===== config.mk =====
export PLATFORM = sky130hd
export DESIGN_NAME = ac97_cmd_sched
export DESIGN_NICKNAME = d
export VERILOG_FILES = /design/src/rtl/ac97_cmd_sched.sv
export SDC_FILE = /design/constraint.sdc
export NUM_CORES = 1
export LEC_CHECK = 0
export CORE_ASPECT_RATIO = 1.5
export CORE_MARGIN = 2
export CORE_UTILIZATION = 44
export CTS_CLUSTER_SIZE = 10
export DETAILED_ROUTE_END_ITERATION = 8
export PLACE_DENSITY = 0.87
export REMOVE_ABC_BUFFERS = 1
export SYNTH_ARGS = -nofsm -noshare
export SYNTH_HDL_FRONTEND = slang
export SYNTH_SLANG_ARGS = --single-unit

===== constraint.sdc =====
create_clock -name ac97_bitclk -period 3.7 [get_ports ac97_bitclk]
set_input_delay 1.11 -clock ac97_bitclk [delete_from_list [all_inputs] [get_ports ac97_bitclk]]
set_output_delay 1.11 -clock ac97_bitclk [all_outputs]
set_load 0.005 [all_outputs]

===== src/rtl/ac97_cmd_sched.sv =====
// ac97_cmd_sched: round-robin, frame-synchronous AC-link register command scheduler for two requesters.
// Define AC97_CMD_INIT_EN to issue a fixed three-write codec setup sequence after reset.
module ac97_cmd_sched #(
    parameter int TIMEOUT_FRAMES = 4
) (
    input  logic        ac97_bitclk,
    input  logic        ac97_rst_b,
    input  logic        ac97_strobe,
    input  logic [15:0] ac97_in_tag,
    input  logic [19:0] ac97_in_slot1,
    input  logic [19:0] ac97_in_slot2,
    output logic [19:0] ac97_out_slot1,
    output logic        ac97_out_slot1_valid,
    output logic [19:0] ac97_out_slot2,
    output logic        ac97_out_slot2_valid,
    input  logic        req0,
    input  logic        we0,
    input  logic [6:0]  addr0,
    input  logic [15:0] wdata0,
    output logic        done0,
    output logic [15:0] rdata0,
    output logic        err0,
    input  logic        req1,
    input  logic        we1,
    input  logic [6:0]  addr1,
    input  logic [15:0] wdata1,
    output logic        done1,
    output logic [15:0] rdata1,
    output logic        err1
);
`ifdef AC97_CMD_INIT_EN
    typedef enum logic [1:0] {S_IDLE, S_ISSUE, S_WAIT_RD, S_INIT} state_t;
    localparam state_t RST_STATE = S_INIT;
    logic [2:0]  r_init_step, w_init_step;
    logic [6:0]  w_init_addr;
    logic [15:0] w_init_data;
`else
    typedef enum logic [1:0] {S_IDLE, S_ISSUE, S_WAIT_RD} state_t;
    localparam state_t RST_STATE = S_IDLE;
`endif
    state_t      r_state, w_state;
    logic        r_ptr, w_ptr, r_sel, w_sel, r_we, w_we;
    logic [6:0]  r_addr, w_addr;
    logic [7:0]  r_cnt, w_cnt, w_cnt_inc;
    logic [19:0] r_slot1, w_slot1, r_slot2, w_slot2;
    logic        r_slot1_v, w_slot1_v, r_slot2_v, w_slot2_v;
    logic [1:0]  r_done, w_done, r_err, w_err;
    logic [15:0] r_rdata0, w_rdata0, r_rdata1, w_rdata1, w_rd_val;
    logic        w_gnt, w_gnt_we, w_match;
    logic [6:0]  w_gnt_addr;
    logic [15:0] w_gnt_wdata;
    logic        w_unused;

    assign w_unused = ^{ac97_in_tag[15], ac97_in_tag[12:0], ac97_in_slot1[19], ac97_in_slot1[11:0], ac97_in_slot2[3:0]};
    // Favour r_ptr only when both request; a lone requester always wins.
    assign w_gnt       = req0 ? (req1 & r_ptr) : 1'b1;
    assign w_gnt_we    = w_gnt ? we1 : we0;
    assign w_gnt_addr  = w_gnt ? addr1 : addr0;
    assign w_gnt_wdata = w_gnt ? wdata1 : wdata0;
    assign w_match     = ac97_in_tag[14] & ac97_in_tag[13] & (ac97_in_slot1[18:12] == r_addr);
    assign w_cnt_inc   = r_cnt + 8'd1;
    assign w_rd_val    = w_match ? ac97_in_slot2[19:4] : 16'hFFFF;
`ifdef AC97_CMD_INIT_EN
    assign w_init_addr = (r_init_step[2:1] == 2'd0) ? 7'h00 : (r_init_step[2:1] == 2'd1) ? 7'h02 : 7'h18;
    assign w_init_data = (r_init_step[2:1] == 2'd2) ? 16'h0808 : 16'h0000;
`endif

    always_comb begin
        w_state   = r_state;
        w_ptr     = r_ptr;
        w_sel     = r_sel;
        w_we      = r_we;
        w_addr    = r_addr;
        w_cnt     = r_cnt;
        w_slot1   = r_slot1;
        w_slot1_v = r_slot1_v;
        w_slot2   = r_slot2;
        w_slot2_v = r_slot2_v;
        w_done    = 2'b00;
        w_err     = r_err;
        w_rdata0  = r_rdata0;
        w_rdata1  = r_rdata1;
`ifdef AC97_CMD_INIT_EN
        w_init_step = r_init_step;
`endif
        if (ac97_strobe) begin
            w_slot1   = 20'h0;
            w_slot1_v = 1'b0;
            w_slot2   = 20'h0;
            w_slot2_v = 1'b0;
            case (r_state)
                S_IDLE: if (req0 | req1) begin
                    w_sel     = w_gnt;
                    w_ptr     = ~w_gnt;
                    w_we      = w_gnt_we;
                    w_addr    = w_gnt_addr;
                    w_slot1   = {~w_gnt_we, w_gnt_addr, 12'h000};
                    w_slot1_v = 1'b1;
                    w_slot2   = w_gnt_we ? {w_gnt_wdata, 4'h0} : 20'h0;
                    w_slot2_v = w_gnt_we;
                    w_state   = S_ISSUE;
                end
                S_ISSUE: if (r_we) begin
                    w_done[r_sel] = 1'b1;
                    w_err[r_sel]  = 1'b0;
                    w_state       = S_IDLE;
                end else begin
                    w_cnt   = 8'd0;
                    w_state = S_WAIT_RD;
                end
                S_WAIT_RD: begin
                    w_cnt = w_cnt_inc;
                    if (w_match || w_cnt_inc == 8'(TIMEOUT_FRAMES)) begin
                        w_done[r_sel] = 1'b1;
                        w_err[r_sel]  = ~w_match;
                        w_rdata0      = r_sel ? r_rdata0 : w_rd_val;
                        w_rdata1      = r_sel ? w_rd_val : r_rdata1;
                        w_state       = S_IDLE;
                    end
                end
`ifdef AC97_CMD_INIT_EN
                // Even steps put a setup write on the wire, odd steps are the idle gap.
                S_INIT: begin
                    w_init_step = r_init_step + 3'd1;
                    if (!r_init_step[0]) begin
                        w_slot1   = {1'b0, w_init_addr, 12'h000};
                        w_slot1_v = 1'b1;
                        w_slot2   = {w_init_data, 4'h0};
                        w_slot2_v = 1'b1;
                    end
                    if (r_init_step == 3'd5) w_state = S_IDLE;
                end
`endif
                default: w_state = S_IDLE;
            endcase
        end
    end

    always_ff @(posedge ac97_bitclk or negedge ac97_rst_b) begin
        if (!ac97_rst_b) begin
            r_state   <= RST_STATE;
            r_ptr     <= 1'b0;
            r_sel     <= 1'b0;
            r_we      <= 1'b0;
            r_addr    <= 7'h0;
            r_cnt     <= 8'h0;
            r_slot1   <= 20'h0;
            r_slot1_v <= 1'b0;
            r_slot2   <= 20'h0;
            r_slot2_v <= 1'b0;
            r_done    <= 2'b00;
            r_err     <= 2'b00;
            r_rdata0  <= 16'h0;
            r_rdata1  <= 16'h0;
`ifdef AC97_CMD_INIT_EN
            r_init_step <= 3'd0;
`endif
        end else begin
            r_state   <= w_state;
            r_ptr     <= w_ptr;
            r_sel     <= w_sel;
            r_we      <= w_we;
            r_addr    <= w_addr;
            r_cnt     <= w_cnt;
            r_slot1   <= w_slot1;
            r_slot1_v <= w_slot1_v;
            r_slot2   <= w_slot2;
            r_slot2_v <= w_slot2_v;
            r_done    <= w_done;
            r_err     <= w_err;
            r_rdata0  <= w_rdata0;
            r_rdata1  <= w_rdata1;
`ifdef AC97_CMD_INIT_EN
            r_init_step <= w_init_step;
`endif
        end
    end

    assign ac97_out_slot1       = r_slot1;
    assign ac97_out_slot1_valid = r_slot1_v;
    assign ac97_out_slot2       = r_slot2;
    assign ac97_out_slot2_valid = r_slot2_v;
    assign done0  = r_done[0];
    assign done1  = r_done[1];
    assign err0   = r_err[0];
    assign err1   = r_err[1];
    assign rdata0 = r_rdata0;
    assign rdata1 = r_rdata1;
endmodule


# Word-level counts from Yosys, hierarchy flattened
# Index checks and enable logic that the tools add are counted.
[totals] register_bits=98 latch_bits=0 ramBits=0 rom_bits=0 inputBits=109 output_inout_bits=78 word_cells=75 mem_count=0
[classes] addsub=1 multipliers=0 n_div=0 magnitude_cmp=2 eq_ne=8 n_shift=0 n_mux=30 bitwise_logic=10 reduce_logical=10
[op_table] op="$mux W20" count=5
[op_table] op="$mux W16" count=2
[op_table] op="$mux W2" count=8
[op_table] op="$pmux W8 S2" count=1
[op_table] op="$reduce_and A4 Y1" count=3
[op_table] op="$reduce_and A3 Y1" count=3
[op_table] op="$add A8 B1 Y8 const B" count=1
[op_table] op="$eq A8 B3 Y1 const B" count=1
[op_table] op="$mux W8" count=1
[op_table] op="$ne A2 B2 Y1 const B" count=4
[op_table] op="$pmux W2 S2" count=2
[op_table] op="$eq A7 B7 Y1" count=1
[op_table] op="$mux W1" count=7
[op_table] op="$mux W7" count=1
[op_table] op="$pmux W2 S3" count=1
[op_table] op="$not A1 Y1" count=4
[op_table] op="$and A1 B1 Y1" count=3
[op_table] op="$and A2 B2 Y2" count=1
[op_table] op="$bwmux W2" count=1
[op_table] op="$eq A2 B1 Y1 const B" count=1
[op_table] op="$eq A2 B2 Y1 const B" count=1
[op_table] op="$logic_not A2 Y1" count=1
[op_table] op="$lt A1 B2 Y1 const B" count=1
[op_table] op="$not A2 Y2" count=1
[op_table] op="6 further kinds" count=6

# Longest topological paths before layout
[logic_depth] depth_word=8 ltp_mapped=8 ltp_nobuf=7

# Least setup slack after synthesis
# Ideal clock, no wire load.
[synth_path] kind="input -> register" from="input ac97_in_slot1[17]" to="register r_state[0]" setup_time_ns=0.126 t_arrival_ns=2.319 required_ns=3.574 slack_ns=1.255 cell_stages=6 n_path_buf=1 cell_sequence="xor2_1 > nor4_2 > nand4_2 > buf_6 > and3_4 > o32a_1"
[synth_between] elab_chain_len=5
[synth_lines] element="start, declared" line="10" text="input logic [19:0] ac97_in_slot1,"
[synth_lines] element="$eq A7 B7 Y1" line="60" text="assign w_match = ac97_in_tag[14] & ac97_in_tag[13] & (ac97_in_slot1[18:12] == r_addr);"
[synth_lines] element="$and A1 B1 Y1" line="60"
[synth_lines] element="$logic_or A1 B1 Y1" line="113" text="if (w_match || w_cnt_inc == 8'(TIMEOUT_FRAMES)) begin"
[synth_lines] element="$ne A2 B2 Y1 (no line)"
[synth_lines] element="$reduce_and A3 Y1 (no line)"
[synth_lines] element="end signal, assigned" line="159" text="r_state <= w_state;"
[synth_lines] element="end, declared" line="41" text="state_t r_state, w_state;"
# No other way between the ends.
# A chain may end at the register's enable or synchronous reset.

# Final worst setup path
[layout_path] from="input ac97_in_slot1[17]" to="register r_rdata0[8] (netlist: rdata0[8])"
[layout_between] elab_chain_len=4 elab_cells_between_ends=5 cone_classes="1 x eq/ne; 1 x mux; 1 x bitwise; 2 x reduce/logical"
[layout_lines] element="$eq A7 B7 Y1 (*)" line="60"
[layout_lines] element="$and A1 B1 Y1 (*)" line="60"
[layout_lines] element="$logic_or A1 B1 Y1" line="113"
[layout_lines] element="$reduce_and A4 Y1 (no line)"
[layout_lines] element="end signal, assigned" line="171" text="r_rdata0 <= w_rdata0;"
[layout_lines] element="end, declared" line="48" text="logic [15:0] r_rdata0, w_rdata0, r_rdata1, w_rdata1, w_rd_val;"
# Every way passes the cells marked *; elsewhere a longest branch is shown, timed or not.

==> impl_metrics.json <==
{
  "status": "complete, no violations",
  "drv_cap": 0,
  "grt_pass1_wl_um": 15600,
  "cpMostUsedCell": "buf_4",
  "rrSetupSlack_ns": 1.40,
  "cp-start-kind": "input pin",
  "worst_pin_slew_ns": 1.02,
  "finalCriticalPeriod_ns": 2.77,
  "relSlewSlack": 0.318,
  "routabilityCongestion": 0.816,
  "start_util": 0.450,
  "drc": 0,
  "tns_ns": 0,
  "ir_drop_uv": 304,
  "worstPathCellList": "clkdlybuf4s50_1 -> xor2_1 -> nor4_2 -> nand4_2 -> buf_4 -> a21oi_2 -> buf_4 -> o32a_1",
  "use_met2": 0.370,
  "critPathRequiredTime_ns": 3.97,
  "cp-startpoint": "ac97_in_slot1[17]",
  "path_delay_family": "buffers and inverters",
  "synthArstFlopShare": 1.00,
  "fin_crit_sh": 0.748,
  "die_area_um2": 9330,
  "reg2reg_from": "r_state[0]",
  "rsz0062_at_grt": "no",
  "p_leak_nw": 2.42,
  "post_cts_resized": 0,
  "cpMaxStageDelayCell": "clkdlybuf4s50_1",
  "synth_top_cells_by_area": "dfrtp_1 (54%), o32a_1 (8.8%), mux2i_1 (6.6%)",
  "yosysSeqAreaShare": 0.545,
  "avgSynthCellArea_um2": 12.0,
  "detail-route-antenna-nets": 0,
  "synth_top_area_frac": 0.545,
  "slew_viol_final": 0,
  "grt_pass1_vias": 3196,
  "fillers": 642,
  "vias": 3033,
  "power.density_nw_per_um2": 489,
  "cts_buffers": 9,
  "placed_cell_area_um2": 5180,
  "track_usage": 0.211,
  "routed_wl_um": 9460,
  "htreeDepth": 3,
  "die-height_um": 117,
  "cp_num_buf_inv": 3,
  "viasPerCell": 5.39,
  "ys_seq_elements": 82,
  "synth_common_cells": "dfrtp_1 (82), o32a_1 (33), nand2_1 (27), mux2i_1 (25), o2bb2ai_1 (23)",
  "crit_cells": 8,
  "clkTransAtPathRegs_ns": 0.06,
  "setup_viol": 0,
  "register_area_um2": 2050,
  "crit_end": "rdata0[8]",
  "final_area_um2": 5470,
  "worst_setup_path_end_kind": "register",
  "synth_top_area_cell": "dfrtp_1",
  "r2r-end": "r_cnt[2]",
  "ys.flop_type": "dfrtp_1",
  "dr.pass1.iters": 4,
  "ys_types": 41,
  "wire_per_inst_um": 16.8,
  "arrival_ns": 3.04,
  "cts_tree": "yes",
  "core_area_um2": 8360,
  "cts_hold_buf": 0,
  "clk_latency_ns": 0.34,
  "hp-class": "register to register",
  "synth_most_common_cell": "dfrtp_1",
  "grt_max_degree": 83,
  "ff2ff_path_depth": 7,
  "netlist_area_um2": 3770,
  "die_w_um": 79.5,
  "clockRootBuffer": "clkbuf_16",
  "critPathMaxStageDelay_ns": 0.42,
  "nets": 564,
  "timing_worst_setup_path_type": "input pin to register",
  "synth_edf_count": 0,
  "boundaryPins": 187,
  "hold_viol_final": 0,
  "grt_overflow": 0,
  "worstHoldStart": "ac97_out_slot1_valid",
  "diodes": 0,
  "ys_warn_count": 0,
  "grtUsageMet1": 0.248,
  "post_cts_buffers": 0,
  "port_buffers": 139,
  "clockBufferDepth": 2,
  "final_layout_size_suffix_gt1_frac": 0.0833,
  "top_usage_layer": "met2",
  "multi_input_area_um2": 1510,
  "critPathMaxFanout": 39,
  "max_freq_mhz": 361,
  "place_hpwl_um": 6800,
  "netlist_instances": 313,
  "first_iter_violations": 122,
  "met3_usage": 0.0385,
  "skew_ns": 0.00703,
  "antenna_found_initial": 0,
  "std_cell_rows": 41,
  "clkSinkCount": 82,
  "area_growth_pct": 45.2
}
-- state kept, by name, summed over array words and instances, names as in the netlist, 2 cells and up --
register and count:
r_err 2, r_state 2, rdata0 16, ac97_out_slot2 16, r_addr 7, ac97_out_slot1 8, r_done 2, rdata1 16
r_cnt 8
-- cells in the final DEF (no fill, tap or decap), types with 3 or more instances in the layout --
| cell | n |
|---|---|
| ha_1 | 4 |
| xnor2_1 | 3 |
| mux2i_1 | 25 |
| o32a_1 | 33 |
| nor2_1 | 7 |
| buf_4 | 11 |
| nand2_1 | 27 |
| clkinv_4 | 3 |
| inv_1 | 4 |
| clkdlybuf4s50_1 | 138 |
| a22o_1 | 6 |
| nor3_1 | 5 |
| o21ai_0 | 13 |
| conb_1 | 16 |
| a21oi_1 | 7 |
| clkbuf_16 | 9 |
| a21o_1 | 4 |
| dfrtp_1 | 82 |
| o2bb2ai_1 | 23 |
| xor2_1 | 4 |
| nand3_1 | 4 |
-- worst min-delay path by stage --
stage	end	depth (start not counted)
floorplan	r_ptr	2
global placement	ac97_out_slot1_valid	1
detailed placement	ac97_out_slot2[14]	1
CTS	ac97_out_slot2[14]	1
global route	ac97_out_slot2[14]	1
finish	ac97_out_slot1_valid	1
-- power by group --
group	internal [mW]	switching, mW	total [mW]
registers	1.04	0.0983	1.14
logic	0.375	0.313	0.688
clock network	0.467	0.378	0.845
-- cells by family (layout without fill, tap and decap cells) --
| group | count (synthesis) | after routing | share of synthesized area |
|---|---|---|---|
| AO/OA/AOI/OAI | 95 | 95 | 0.209 |
| XOR/XNOR | 7 | 7 | 0.0163 |
| adder cells (fa/ha/maj) | 4 | 4 | 0.0133 |
| buffers and inverters | 42 | 170 | 0.0714 |
| flip-flops | 82 | 82 | 0.545 |
| multiplexers | 26 | 26 | 0.0694 |
| other | 1 | 16 | 0.000996 |
| AND/OR/NAND/NOR | 56 | 56 | 0.0751 |
-- metrics by stage --
| step | hold slack (ns) | setup WS, ns | util | cells | total power [mW] |
|---|---|---|---|---|---|
| after floorplan | 0.447 | -0.164 | - | 291 | 1.47 |
| final | 0.485 | 0.932 | 0.654 | 563 | 2.67 |
| after detailed placement | 0.473 | 0.578 | 0.620 | 547 | 1.85 |
| after global placement | 0.467 | 0.625 | 0.620 | 547 | 1.81 |
| after CTS | 0.490 | 0.932 | 0.654 | 563 | 2.70 |
| after global routing | 0.507 | 0.752 | 0.654 | 563 | 2.83 |
-- layout make-up --
cell class              count  area share
inverters                   5     0.00343
repair buffers            149       0.268
clock inverters             7      0.0114
multi-input cells         204       0.277
clock buffers               9      0.0412
flip-flops and latches     82       0.375
well taps                 107      0.0245
-- worst reg2reg max path: stages, from the launching register on --
cell and delay, ns:
dfrtp_1 0.38, inv_1 0.08, ha_1 0.41, o211ai_1 0.58, buf_4 0.26, nor2_1 0.04, mux2_2 0.26, a22o_1 0.18
-- per-layer routing --
layer	up-vias	wire length, um
li1	1427	-
met1	1481	3700
met2	107	5040
met3	18	514
met4	0	208
met5	-	0
Power figures use the tool's default switching activity.
